**src/rtl/useq_pkg.sv**
```systemverilog
// Shared constants for the microinstruction fetch stage: am2910 opcodes,
// microword field widths and fetch FSM state encodings.
package useq_pkg;

  localparam logic [3:0] OpJz   = 4'd0;
  localparam logic [3:0] OpCjs  = 4'd1;
  localparam logic [3:0] OpJmap = 4'd2;
  localparam logic [3:0] OpCjp  = 4'd3;
  localparam logic [3:0] OpPush = 4'd4;
  localparam logic [3:0] OpJsrp = 4'd5;
  localparam logic [3:0] OpCjv  = 4'd6;
  localparam logic [3:0] OpJrp  = 4'd7;
  localparam logic [3:0] OpRfct = 4'd8;
  localparam logic [3:0] OpRpct = 4'd9;
  localparam logic [3:0] OpCrtn = 4'd10;
  localparam logic [3:0] OpCjpp = 4'd11;
  localparam logic [3:0] OpLdct = 4'd12;
  localparam logic [3:0] OpLoop = 4'd13;
  localparam logic [3:0] OpCont = 4'd14;
  localparam logic [3:0] OpTwb  = 4'd15;

  // Microword layout, LSB first: d, i, ccen_bar, cc_sel.
  localparam int unsigned DLsb       = 0;
  localparam int unsigned IWidth     = 4;
  localparam int unsigned CcenWidth  = 1;
  localparam int unsigned FixedWidth = IWidth + CcenWidth;

  localparam logic [1:0] StIdle = 2'd0;
  localparam logic [1:0] StReq  = 2'd1;
  localparam logic [1:0] StLoad = 2'd2;
  localparam logic [1:0] StHold = 2'd3;

endpackage

```
**src/rtl/useq_cc_mux.sv**
```systemverilog
// Condition-code select: picks one live status flag and presents it active-low.
module useq_cc_mux
  import useq_pkg::*;
#(
  parameter int unsigned CC_SEL_W = 3
) (
  input  logic [CC_SEL_W-1:0]    cc_sel,
  input  logic [2**CC_SEL_W-1:0] status,
  output logic                   cc_bar
);

  assign cc_bar = ~status[cc_sel];

endmodule

```
**src/rtl/useq_fetch_stage.sv**
```systemverilog
// Microinstruction fetch and pipeline register in front of an am2910-style sequencer.
// Build option USEQ_FETCH_PARITY_EN adds an even-parity MSB on mem_rdata and a sticky par_err.
module useq_fetch_stage
  import useq_pkg::*;
#(
  parameter int unsigned ADDR_W   = 12,
  parameter int unsigned DATA_W   = 12,
  parameter int unsigned CC_SEL_W = 3,
  localparam int unsigned WORD_W  = DATA_W + CC_SEL_W + 5,
`ifdef USEQ_FETCH_PARITY_EN
  localparam int unsigned RD_W    = WORD_W + 1
`else
  localparam int unsigned RD_W    = WORD_W
`endif
) (
  input  logic                   clk,
  input  logic                   rst_n,
  input  logic [ADDR_W-1:0]      y_addr,
  output logic                   mem_req,
  output logic [ADDR_W-1:0]      mem_addr,
  input  logic                   mem_ack,
  input  logic [RD_W-1:0]        mem_rdata,
  input  logic [2**CC_SEL_W-1:0] status,
  input  logic                   hold,
  output logic [3:0]             I,
  output logic                   CCEN_BAR,
  output logic                   CC_BAR,
  output logic [DATA_W-1:0]      D,
  output logic                   seq_ce,
`ifdef USEQ_FETCH_PARITY_EN
  output logic                   par_err,
`endif
  output logic                   uinst_valid
);

  localparam int unsigned ILsb    = DLsb + DATA_W;
  localparam int unsigned CcenBit = ILsb + IWidth;
  localparam int unsigned CcLsb   = CcenBit + CcenWidth;

  logic [1:0]          state_q, state_d;
  logic                mem_req_q;
  logic [ADDR_W-1:0]   mem_addr_q;
  logic [3:0]          i_q;
  logic                ccen_q;
  logic [DATA_W-1:0]   d_q;
  logic [CC_SEL_W-1:0] cc_sel_q;
  logic                valid_q;
  logic                issue, capture, word_ok;
  logic [WORD_W-1:0]   word;

  assign word = mem_rdata[WORD_W-1:0];

`ifdef USEQ_FETCH_PARITY_EN
  assign word_ok = ~(^mem_rdata);
`else
  assign word_ok = 1'b1;
`endif

  // issue: latch y_addr and raise mem_req; capture: load the returned word.
  always_comb begin
    state_d = state_q;
    issue   = 1'b0;
    capture = 1'b0;
    case (state_q)
      StIdle: begin
        state_d = StReq;
        issue   = 1'b1;
      end
      StReq: begin
        if (mem_ack) begin
          state_d = StLoad;
          capture = 1'b1;
        end
      end
      StLoad: begin
        if (hold) begin
          state_d = StHold;
        end else begin
          state_d = StReq;
          issue   = 1'b1;
        end
      end
      StHold: begin
        if (!hold) begin
          state_d = StReq;
          issue   = 1'b1;
        end
      end
      default: state_d = StIdle;
    endcase
  end

  always_ff @(posedge clk or negedge rst_n) begin
    if (!rst_n) begin
      state_q    <= StIdle;
      mem_req_q  <= 1'b0;
      mem_addr_q <= '0;
      i_q        <= OpJz;
      ccen_q     <= 1'b1;
      d_q        <= '0;
      cc_sel_q   <= '0;
      valid_q    <= 1'b0;
    end else begin
      state_q <= state_d;
      if (issue) begin
        mem_req_q  <= 1'b1;
        mem_addr_q <= y_addr;
      end else if (capture) begin
        mem_req_q <= 1'b0;
      end
      if (capture) begin
        valid_q <= 1'b1;
        if (word_ok) begin
          i_q      <= word[ILsb +: IWidth];
          ccen_q   <= word[CcenBit];
          d_q      <= word[DLsb +: DATA_W];
          cc_sel_q <= word[CcLsb +: CC_SEL_W];
        end else begin
          // Corrupt word becomes a harmless CONT so the sequencer just steps past it.
          i_q      <= OpCont;
          ccen_q   <= 1'b1;
          d_q      <= '0;
          cc_sel_q <= '0;
        end
      end
    end
  end

`ifdef USEQ_FETCH_PARITY_EN
  logic par_err_q;

  always_ff @(posedge clk or negedge rst_n) begin
    if (!rst_n) begin
      par_err_q <= 1'b0;
    end else if (capture && !word_ok) begin
      par_err_q <= 1'b1;
    end
  end

  assign par_err = par_err_q;
`endif

  useq_cc_mux #(
    .CC_SEL_W (CC_SEL_W)
  ) u_cc_mux (
    .cc_sel (cc_sel_q),
    .status (status),
    .cc_bar (CC_BAR)
  );

  assign mem_req     = mem_req_q;
  assign mem_addr    = mem_addr_q;
  assign I           = i_q;
  assign CCEN_BAR    = ccen_q;
  assign D           = d_q;
  assign seq_ce      = (state_q == StLoad);
  assign uinst_valid = valid_q;

endmodule

```
**config.mk**
```make
export PLATFORM = sky130hd
export DESIGN_NAME = useq_fetch_stage
export DESIGN_NICKNAME = d
export VERILOG_FILES = /design/src/rtl/useq_pkg.sv /design/src/rtl/useq_cc_mux.sv /design/src/rtl/useq_fetch_stage.sv
export SDC_FILE = /design/constraint.sdc
export NUM_CORES = 1
export LEC_CHECK = 0
export CAP_MARGIN = 20
export CELL_PAD_IN_SITES_DETAIL_PLACEMENT = 0
export CELL_PAD_IN_SITES_GLOBAL_PLACEMENT = 1
export CORE_UTILIZATION = 33
export DETAILED_ROUTE_END_ITERATION = 7
export PLACE_DENSITY = 0.89
export SYNTH_ARGS = -nofsm -noshare
export SYNTH_HDL_FRONTEND = slang
export SYNTH_HIERARCHICAL = 1
export SYNTH_SLANG_ARGS = --single-unit
```
**constraint.sdc**
```tcl
create_clock -name clk -period 4.3 [get_ports clk]
set_input_delay 0.645 -clock clk [delete_from_list [all_inputs] [get_ports clk]]
set_output_delay 0.645 -clock clk [all_outputs]
set_load 0.1 [all_outputs]
```
==> flow_summary.toml <==
[worst_setup_path]
worst_path_largest_cell_delay_ns = 1.14
end_kind = "primary output"
crit_fanout = 5
cp.arrival_ns = 2.11
reg2reg_from = "state_q[1]"
timing.critical_path.depth = 3
crit_family = "buffers and inverters"
cp_num_buf_inv = 2
path_class = "reg -> out"
r2r_cells = 4
crit_start = "state_q[0]"
startpoint_type = "flop"
r2r_end = "D[5]"
cp.required_ns = 3.65
cp_cell_sequence = "inv_1 > ha_1 > clkdlybuf4s50_1"
endpoint = "seq_ce"
slowest_stage = "clkdlybuf4s50_1"
reg2reg_slack_ns = 2.37

[cells_and_area]
final_core_util_pct = 55.2
synthToLayoutAreaGrowth_pct = 60.0
nets = 219
diodes = 0
layout-drive-gt1-share_pct = 27.2
fillers = 355
final_cell_mix = "74 x clkdlybuf4s50_1, 35 x dfrtp_1, 24 x mux2_2, 9 x mux2_4, 6 x clkbuf_8"
final_common_cell = "clkdlybuf4s50_1"

[clock_tree]
cts_tree = "done"
h-tree-depth = 2
cts.sinks = 36
postCtsSetupBuffers = 0
holdBufCountCts = 0
clock_latency_ns = 0.28
clk_pin_slew_ns = 0.07
clockBufferDepth = 2
cts_resized = 0
cts_buffers = 5
clk_root_buffer_cell = "clkbuf_8"

[logic_synthesis]
synthTopCellsByArea = "dfrtp_1 58%, mux2_2 18%, mux2_4 9.0%"
syn_inst = 91
synth-seq-cells = 36
syn_area_um2 = 1500
synth_top_cell_by_area = "dfrtp_1"
ys_warn_count = 6
yosys.cell_types.count = 18
netlist.area_leader.share_pct = 58.3
syn_nets = 138
avgSynthCellArea_um2 = 16.5
synth_seq_area_share_pct = 60.0

[detailed_routing]
drc = 0
via_per_inst = 4.76
drt-total-wl_um = 3360
num_vias = 1071
wl_per_cell_um = 14.9
first_iter_violations = 25
ant_nets = 0
first_pass_iters = 6

[die]
rows = 24
dieWidth_um = 69.5
die-area_um2 = 4830
io_pins = 77
initial_core_util_pct = 34.5
core_um2 = 4350
fp.dieH_um = 69.5

[sta]
worst_pin_slew_ns = 0.999
layout_min_cycle_time_ns = 2.76
fin_worst_skew_ns = 0.00463
setup_viol = 0
setup_ws_ns = 1.54
fmax_mhz = 362
maxSlewViolCount = 0
finalSetupTns_ns = 0
fin_crit_sh_pct = 64.2
rsz0062_at_grt = "no"
finalHoldViolations = 0
max-slew-margin-rel_pct = 33.2

[min_path]
min_path_type = "in -> async"

[placement]
gp_congestion = 0.813
post-dp-hpwl_um = 2510
io_buffer_count = 76
dp_slack_ns = 1.67

[global_routing]
antenna_found_initial = 0
grt_pass1_vias = 1122
overflow = 0
grt_first_pass_wirelength_um = 5620
track_usage_pct = 15.2
grt_max_degree = 37

[outcome]
status = "completed"

[run]
drv_cap = 0
[per-stage QoR]
stage	instances	hold WS, ns	cell area, um^2
CTS	224	0.471	2390
global route	225	0.513	2400
global placement	216	0.450	2300
floorplan	91	0.349	1500
finish	225	0.439	2400
detailed placement	216	0.479	2300
[layer usage]
layer,vias up,GRT usage [%],part of all wire [%]
met5,-,0,0
met2,60,25.2,49
met4,0,4.76,1.2
met1,521,18.2,42
li1,485,-,-
met3,5,5.81,7.9
[synth_stat cells, drive strengths merged]
master   n
buf      3
mux2    33
inv      3
nand2b   1
a21oi    1
ha       3
a21o     1
a22o     1
dfrtp   35
o21ai    1
dfstp    1
nand2    3
mux2i    2
mux4     2
nor2     1
[cell type report]
cell class	instances	area, um^2	share of cell area, %
multi-input cells	49	568	23.6
clock inverters	2	10.0	0.416
flip-flops and latches	36	902	37.5
well taps	52	65.1	2.71
repair buffers	77	764	31.8
inverters	3	11.3	0.469
clock buffers	6	82.6	3.44
[flip-flops by register name (all words and copies together), names as in the netlist]
signal	count
I	4
mem_req	1
cc_sel_q	3
state_q	2
uinst_valid	1
mem_addr	12
D	12
CCEN_BAR	1
[worst min-delay path by stage]
stage / cells past startpoint / end / start / slack (ns)
floorplan: 0 / D[0] / rst_n / 0.35
global placement: 1 / uinst_valid / uinst_valid / 0.45
detailed placement: 1 / uinst_valid / uinst_valid / 0.48
CTS: 1 / cc_sel_q[1] / rst_n / 0.47
global route: 1 / cc_sel_q[1] / rst_n / 0.51
finish: 1 / cc_sel_q[1] / rst_n / 0.44
[logic make-up after synthesis]
group                      Yosys count  synth area share (%)
AOI/OAI and AO/OA                    4                  1.83
adders and majority gates            3                  2.50
buffers and inverters                6                  2.16
DFF                                 36                  60.0
muxes                               37                  32.1
and+or+nand+nor                      5                  1.42
[worst reg2reg max path: cells and delay by family (launching register included)]
kind          cells  cell delay (ns)
fa+ha+maj         1             0.21
buf+inv           1             0.08
mux               1             0.44
flops             1             0.43
simple gates      1             0.66
Power is left out: the tool's default activity adds up to more than one toggle a clock period on the data nets, which glitch-free logic cannot reach.
